**src/rtl/traffic_phase_seq_if.sv**
```systemverilog
// Bundle between the phase sequencer and its Timer/display side.
// Optional pedestrian signals exist only when PED_REQUEST_EN is defined.
// master: the Timer/environment side. slave: the sequencer.
interface traffic_phase_seq_if #(
  parameter int W = 7
);
  logic         trigger;
  logic [W-1:0] time_remaining;
  logic [W-1:0] timer_ref;
  logic [2:0]   lights;
  logic [1:0]   phase;
  logic [3:0]   disp_tens;
  logic [3:0]   disp_ones;
  logic         disp_ovf;
`ifdef PED_REQUEST_EN
  logic         ped_req;
  logic         ped_walk;

  modport master (
    output trigger, time_remaining, ped_req,
    input  timer_ref, lights, phase, disp_tens, disp_ones, disp_ovf, ped_walk
  );
  modport slave (
    input  trigger, time_remaining, ped_req,
    output timer_ref, lights, phase, disp_tens, disp_ones, disp_ovf, ped_walk
  );
`else
  modport master (
    output trigger, time_remaining,
    input  timer_ref, lights, phase, disp_tens, disp_ones, disp_ovf
  );
  modport slave (
    input  trigger, time_remaining,
    output timer_ref, lights, phase, disp_tens, disp_ones, disp_ovf
  );
`endif
endinterface

```
**src/rtl/traffic_phase_seq.sv**
```systemverilog
// Traffic-light phase sequencer: steps RED -> GREEN -> YELLOW -> ALLRED on
// each Timer trigger pulse, feeds the next phase duration back to the Timer,
// and converts time_remaining into two registered BCD display digits.
// Optional feature macro: PED_REQUEST_EN (pedestrian request / walk lamp).
module traffic_phase_seq #(
  parameter int W           = 7,
  parameter int RED_TIME    = 30,
  parameter int GREEN_TIME  = 25,
  parameter int YELLOW_TIME = 5,
  parameter int ALLRED_TIME = 2,
  parameter int PED_GREEN   = 10
) (
  input logic clock,
  input logic reset,
  traffic_phase_seq_if.slave bus
);

  typedef enum logic [1:0] {
    PH_RED    = 2'd0,
    PH_GREEN  = 2'd1,
    PH_YELLOW = 2'd2,
    PH_ALLRED = 2'd3
  } phase_t;

  // Phase durations truncated to the Timer width.
  localparam logic [W-1:0] RED_T    = W'(RED_TIME);
  localparam logic [W-1:0] GREEN_T  = W'(GREEN_TIME);
  localparam logic [W-1:0] YELLOW_T = W'(YELLOW_TIME);
  localparam logic [W-1:0] ALLRED_T = W'(ALLRED_TIME);

  phase_t       state_reg;
  logic [W-1:0] timer_ref_reg;
  logic [2:0]   lights_reg;
  logic [3:0]   tens_reg, ones_reg;
  logic         ovf_reg;
  logic [3:0]   tens_next, ones_next;
  logic         ovf_next;
  int           value_int;
  logic [9:1]   at_least;

`ifdef PED_REQUEST_EN
  localparam logic [W-1:0] PED_G = W'(PED_GREEN);
  logic ped_pending_reg;
  logic ped_served_reg;
  logic ped_walk_reg;
`else
  logic unused_ped_green;
  assign unused_ped_green = ^W'(PED_GREEN);
`endif

  // Phase FSM: advance one phase per trigger pulse, all outputs registered.
  always_ff @(posedge clock) begin
    if (reset) begin
      state_reg     <= PH_RED;
      timer_ref_reg <= RED_T;
      lights_reg    <= 3'b100;
`ifdef PED_REQUEST_EN
      ped_pending_reg <= 1'b0;
      ped_served_reg  <= 1'b0;
      ped_walk_reg    <= 1'b0;
`endif
    end else begin
`ifdef PED_REQUEST_EN
      if (bus.ped_req) ped_pending_reg <= 1'b1;
`endif
      if (bus.trigger) begin
        case (state_reg)
          PH_RED: begin
            state_reg  <= PH_GREEN;
            lights_reg <= 3'b001;
`ifdef PED_REQUEST_EN
            // A pending request shortens this GREEN and earns the next RED a walk.
            timer_ref_reg  <= ped_pending_reg ? PED_G : GREEN_T;
            ped_served_reg <= ped_pending_reg;
            ped_walk_reg   <= 1'b0;
`else
            timer_ref_reg <= GREEN_T;
`endif
          end
          PH_GREEN: begin
            state_reg     <= PH_YELLOW;
            lights_reg    <= 3'b010;
            timer_ref_reg <= YELLOW_T;
          end
          PH_YELLOW: begin
            state_reg     <= PH_ALLRED;
            lights_reg    <= 3'b100;
            timer_ref_reg <= ALLRED_T;
          end
          default: begin
            state_reg     <= PH_RED;
            lights_reg    <= 3'b100;
            timer_ref_reg <= RED_T;
`ifdef PED_REQUEST_EN
            // Serve the walk; a request on this very edge stays pending.
            ped_walk_reg   <= ped_served_reg;
            ped_served_reg <= 1'b0;
            if (ped_served_reg) ped_pending_reg <= bus.ped_req;
`endif
          end
        endcase
      end
    end
  end

  // Compare ladder: at_least[k] says time_remaining >= 10*k.
  assign value_int = int'(bus.time_remaining);
  for (genvar gi = 1; gi < 10; gi++) begin : g_ladder
    assign at_least[gi] = (value_int >= gi * 10);
  end

  // Pick the highest satisfied rung; saturate above 99.
  always_comb begin
    tens_next = 4'd0;
    ones_next = 4'(value_int);
    ovf_next  = (value_int > 99);
    for (int k = 1; k < 10; k++) begin
      if (at_least[k]) begin
        tens_next = 4'(k);
        ones_next = 4'(value_int - k * 10);
      end
    end
    if (ovf_next) begin
      tens_next = 4'd9;
      ones_next = 4'd9;
    end
  end

  // Display registers: follow time_remaining every edge, independent of phase.
  always_ff @(posedge clock) begin
    if (reset) begin
      tens_reg <= 4'd0;
      ones_reg <= 4'd0;
      ovf_reg  <= 1'b0;
    end else begin
      tens_reg <= tens_next;
      ones_reg <= ones_next;
      ovf_reg  <= ovf_next;
    end
  end

  assign bus.timer_ref = timer_ref_reg;
  assign bus.lights    = lights_reg;
  assign bus.phase     = state_reg;
  assign bus.disp_tens = tens_reg;
  assign bus.disp_ones = ones_reg;
  assign bus.disp_ovf  = ovf_reg;
`ifdef PED_REQUEST_EN
  assign bus.ped_walk  = ped_walk_reg;
`endif

endmodule

```
**src/flat_wrapper.sv**
```systemverilog
// flat-port wrapper written by rule: the top's interface ports become plain ports
module traffic_phase_seq_flat 
#(
  parameter int W           = 7,
  parameter int RED_TIME    = 30,
  parameter int GREEN_TIME  = 25,
  parameter int YELLOW_TIME = 5,
  parameter int ALLRED_TIME = 2,
  parameter int PED_GREEN   = 10
)
  (clock, reset, bus_trigger, bus_time_remaining, bus_timer_ref, bus_lights, bus_phase, bus_disp_tens, bus_disp_ones, bus_disp_ovf);
  traffic_phase_seq_if #(.W(W)) bus_i ();
  input logic clock;
  input logic reset;
  input wire logic [$bits(bus_i.trigger)-1:0] bus_trigger;
  input wire logic [$bits(bus_i.time_remaining)-1:0] bus_time_remaining;
  output wire logic [$bits(bus_i.timer_ref)-1:0] bus_timer_ref;
  output wire logic [$bits(bus_i.lights)-1:0] bus_lights;
  output wire logic [$bits(bus_i.phase)-1:0] bus_phase;
  output wire logic [$bits(bus_i.disp_tens)-1:0] bus_disp_tens;
  output wire logic [$bits(bus_i.disp_ones)-1:0] bus_disp_ones;
  output wire logic [$bits(bus_i.disp_ovf)-1:0] bus_disp_ovf;
  assign bus_i.trigger = bus_trigger;
  assign bus_i.time_remaining = bus_time_remaining;
  assign bus_timer_ref = bus_i.timer_ref;
  assign bus_lights = bus_i.lights;
  assign bus_phase = bus_i.phase;
  assign bus_disp_tens = bus_i.disp_tens;
  assign bus_disp_ones = bus_i.disp_ones;
  assign bus_disp_ovf = bus_i.disp_ovf;
  traffic_phase_seq #(.W(W), .RED_TIME(RED_TIME), .GREEN_TIME(GREEN_TIME), .YELLOW_TIME(YELLOW_TIME), .ALLRED_TIME(ALLRED_TIME), .PED_GREEN(PED_GREEN)) u_core (.clock(clock), .reset(reset), .bus(bus_i));
endmodule
```
**config.mk**
```make
export PLATFORM = sky130hd
export DESIGN_NAME = traffic_phase_seq_flat
export DESIGN_NICKNAME = d
export VERILOG_FILES = /design/src/rtl/traffic_phase_seq_if.sv /design/src/rtl/traffic_phase_seq.sv /design/src/flat_wrapper.sv
export SDC_FILE = /design/constraint.sdc
export NUM_CORES = 1
export LEC_CHECK = 0
export BUFFER_PORTS_ARGS = -buffer_cell sky130_fd_sc_hd__buf_4
export CORE_MARGIN = 2
export CORE_UTILIZATION = 50
export CTS_BUF_LIST = sky130_fd_sc_hd__clkbuf_4 sky130_fd_sc_hd__clkbuf_8
export CTS_CLUSTER_DIAMETER = 50
export CTS_CLUSTER_SIZE = 28
export DETAILED_ROUTE_END_ITERATION = 7
export GPL_ROUTABILITY_DRIVEN = 1
export PLACE_DENSITY = 0.75
export SLEW_MARGIN = 10
export SYNTH_ARGS = -nofsm -noshare
export SYNTH_HDL_FRONTEND = slang
export SYNTH_SLANG_ARGS = --single-unit
```
**constraint.sdc**
```tcl
create_clock -name clock -period 4.12 [get_ports clock]
set_clock_uncertainty 0.1 [all_clocks]
set_input_delay 0 -clock clock [delete_from_list [all_inputs] [get_ports clock]]
set_output_delay 0 -clock clock [all_outputs]
set_load 0.05 [all_outputs]
```
==> impl_metrics.tcl <==
set metrics [dict create \
    drv_slew 0 \
    fp.coreArea_sq_um 2480 \
    combPwrFrac_pct 40.9 \
    grtUsageMet2_pct 40.7 \
    power_density_nw_per_um2 307 \
    synth_edf_count 0 \
    dr.first_iter.drc_count 25 \
    synth_cell_types 52 \
    crit_slowest_cell "a311oi_1" \
    end_kind "flop" \
    grt_max_degree 22 \
    multi_input_area_sq_um 831 \
    fin_nets 209 \
    cpPeakStageDelay_ns 0.67 \
    crit_family "compound AO/OA/AOI/OAI gates" \
    rsz0062_at_grt "no" \
    min_from "bus_time_remaining[5]" \
    grt_use_total_pct 23.0 \
    n_antenna_cell 0 \
    synthFlopType "dfxtp_1" \
    fp-row-count 18 \
    postCtsSetupBuffers 0 \
    wl_per_cell_um 14.8 \
    met1_usage_pct 28.7 \
    register_area_sq_um 360 \
    start_util_pct 52.6 \
    irDropWorstVdd_v 0.000251 \
    antenna_found_initial 0 \
    synth_cells 162 \
    via_count 1247 \
    hold_class "input port to flop" \
    reg2reg_slack_ns 2.73 \
    drv_cap 0 \
    grt_pass1_wl_mm 4.93 \
    wl_mm 3.20 \
    hold_viol_final 0 \
    area_delta_synth_final_pct 20.0 \
    async_reset_ff_share_pct 0 \
    firstDrtPassIters 4 \
    grt.busiest_layer "met2" \
    hpwl_mm 2.29 \
    globalRouteMet3Util_pct 1.88 \
    cp_num_buf_inv 3 \
    final_core_util_pct 63.1 \
    cts_made_buffers 3 \
    cp_cell_sequence "dlygate4sd3_1 -> buf_4 -> inv_1 -> ha_1 -> nor2b_1 -> a311oi_1 -> o31ai_1 -> xnor2_1 -> a311oi_2" \
    r2r_cells 5 \
    via_per_inst 5.77 \
    cts.clk_slew.worst_paths_ns 0.10 \
    p_switching_uw 190 \
    cts_tree "built" \
    fin_area_sq_um 1560 \
    power_frac_seq_pct 41.1 \
    clock_latency_ns 0.29 \
    die_area_sq_um 3030 \
    max_slew_margin_pct 47.4 \
    crit_required_ns 4.23 \
    drtAntennaViolNets 0 \
    critical_path.max_fanout 8 \
    timing.rr.start "u_core.bus.phase[0]" \
    drive_gt1_share_pct 20.4 \
    leakage_uw 0.000679 \
    start_kind "input port" \
    gp_congestion 0.901 \
    placed_area_sq_um 1480 \
    place_inst 207 \
    fin_crit_sh_pct 56.4 \
    synth_area_sq_um 1300 \
    overflow 0 \
    setup_violations 0 \
    die_w_um 55.0 \
    clockPowerShare_pct 18.0 \
    tightest_slew_ns 0.784 \
    p_int_uw 290 \
    tns_ns 0 \
    fill_cells 237 \
    cp-startpoint "bus_time_remaining[1]" \
    die_h_um 55.0 \
    yosysWarnings 0 \
    clock-sinks 18 \
    period_minus_slack_ns 2.33 \
    grt_pass1_vias 1076 \
    switching_share_pct 39.6 \
    clockRootBuffer "clkbuf_4" \
    fmax_ghz 0.430 \
    finalNonFillerCells 216 \
    hold_depth 3 \
    port_buffers 28 \
    outcome "finished, final reports clean" \
    ioPinCount 31 \
    whs_endpoint "u_core.bus.disp_ovf" \
    r2r-end "u_core.bus.timer_ref[1]" \
    critPathArrivalTime_ns 2.44 \
    clk_path_buf_depth 2 \
    synth-seq-cells 18 \
    path_class "input port to flop" \
    synth_area_per_cell_sq_um 8.04 \
    ys_seq_area_share_pct 27.7 \
    drc 0 \
    htreeDepth 1 \
]
==> cells in the mapped netlist (4+ instances only) <==
master / number / share of area [%]
o21ai_0: 6 / 2.3
mux2i_1: 5 / 3.8
nor2b_1: 4 / 1.9
nor3_1: 5 / 1.9
ha_1: 11 / 11
clkbuf_1: 5 / 1.4
nand2_1: 11 / 3.2
dfxtp_1: 18 / 28
nand2b_1: 5 / 2.4
nor2_1: 19 / 5.5
buf_2: 5 / 1.9
a21oi_1: 8 / 3.1
buf_4: 4 / 2.3
inv_1: 9 / 2.6
==> layout make-up <==
type | count | share of cell area, %
Inverter | 11 | 2.64
Clock buffer | 3 | 1.44
Multi-Input combinational cell | 120 | 53.2
Sequential cell | 18 | 23.1
Timing Repair Buffer | 34 | 17.3
Tap cell | 30 | 2.40
==> how the worst max path moves through the flow <==
stage | slack (ns) | cells after the start | endpoint
global route | 1.73 | 9 | u_core.bus.disp_ones[3]
global placement | 1.99 | 8 | u_core.bus.disp_ones[3]
finish | 1.79 | 9 | u_core.bus.disp_ones[3]
detailed placement | 1.97 | 8 | u_core.bus.disp_ones[3]
floorplan | 2.38 | 8 | u_core.bus.disp_ones[3]
CTS | 1.87 | 9 | u_core.bus.disp_ones[3]
==> routing by layer <==
metal  wire, um  part of all wire, %
met5          0                    0
met4         29                 0.91
met3        136                  4.2
met2       1600                   50
met1       1440                   45
==> power by group through the flow <==
stage	Clock, uW	Sequential (uW)	Combinational, uW
2_1_floorplan	0	254	89.9
3_3_place_gp	0	200	191
3_5_place_dp	0	201	191
4_1_cts	89.0	197	196
5_1_grt	100	200	211
6_report	86.4	197	196
==> cell usage in the layout, fill, tap and decap left out, types with 3 or more instances in the layout <==
| master | count |
|---|---|
| a21oi_1 | 8 |
| buf_4 | 28 |
| clkbuf_4 | 3 |
| dfxtp_1 | 18 |
| dlygate4sd3_1 | 6 |
| ha_1 | 11 |
| inv_1 | 9 |
| mux2i_1 | 5 |
| nand2_1 | 11 |
| nand2b_1 | 5 |
| nor2_1 | 19 |
| nor2b_1 | 4 |
| nor3_1 | 5 |
| o21ai_0 | 6 |
==> kinds of logic after synthesis <==
| kind of cell | share of synthesized area [%] |
|---|---|
| buf+inv | 8.84 |
| flops | 27.7 |
| mux | 4.71 |
| simple gates | 22.6 |
| xor+xnor | 0.673 |
| compound gates | 24.7 |
| fa+ha+maj | 10.6 |
| other cells | 0.288 |
==> repair_timing <==
| action | 4_1_cts | 5_1_grt |
|---|---|---|
| gates resized for setup | 0 | 0 |
| hold endpoints to repair | 18 | 0 |
| hold buffers | 6 | 0 |
==> stage by stage <==
step | total power (uW) | worst slack [ns] | hold WS, ns
2_1_floorplan | 344 | 2.38 | 0.0388
3_5_place_dp | 392 | 1.97 | 0.212
4_1_cts | 482 | 1.87 | 0.00338
3_3_place_gp | 391 | 1.99 | 0.201
6_report | 480 | 1.79 | 0.0146
5_1_grt | 510 | 1.73 | 0.0248
==> worst reg2reg max path, cell delays in order, from the launching register on <==
cell and delay [ns]:
dfxtp_1 0.43, inv_1 0.09, ha_1 0.22, nor2_1 0.11, a21oi_1 0.07, or2_2 0.26
(Power assumes the default switching activity.)
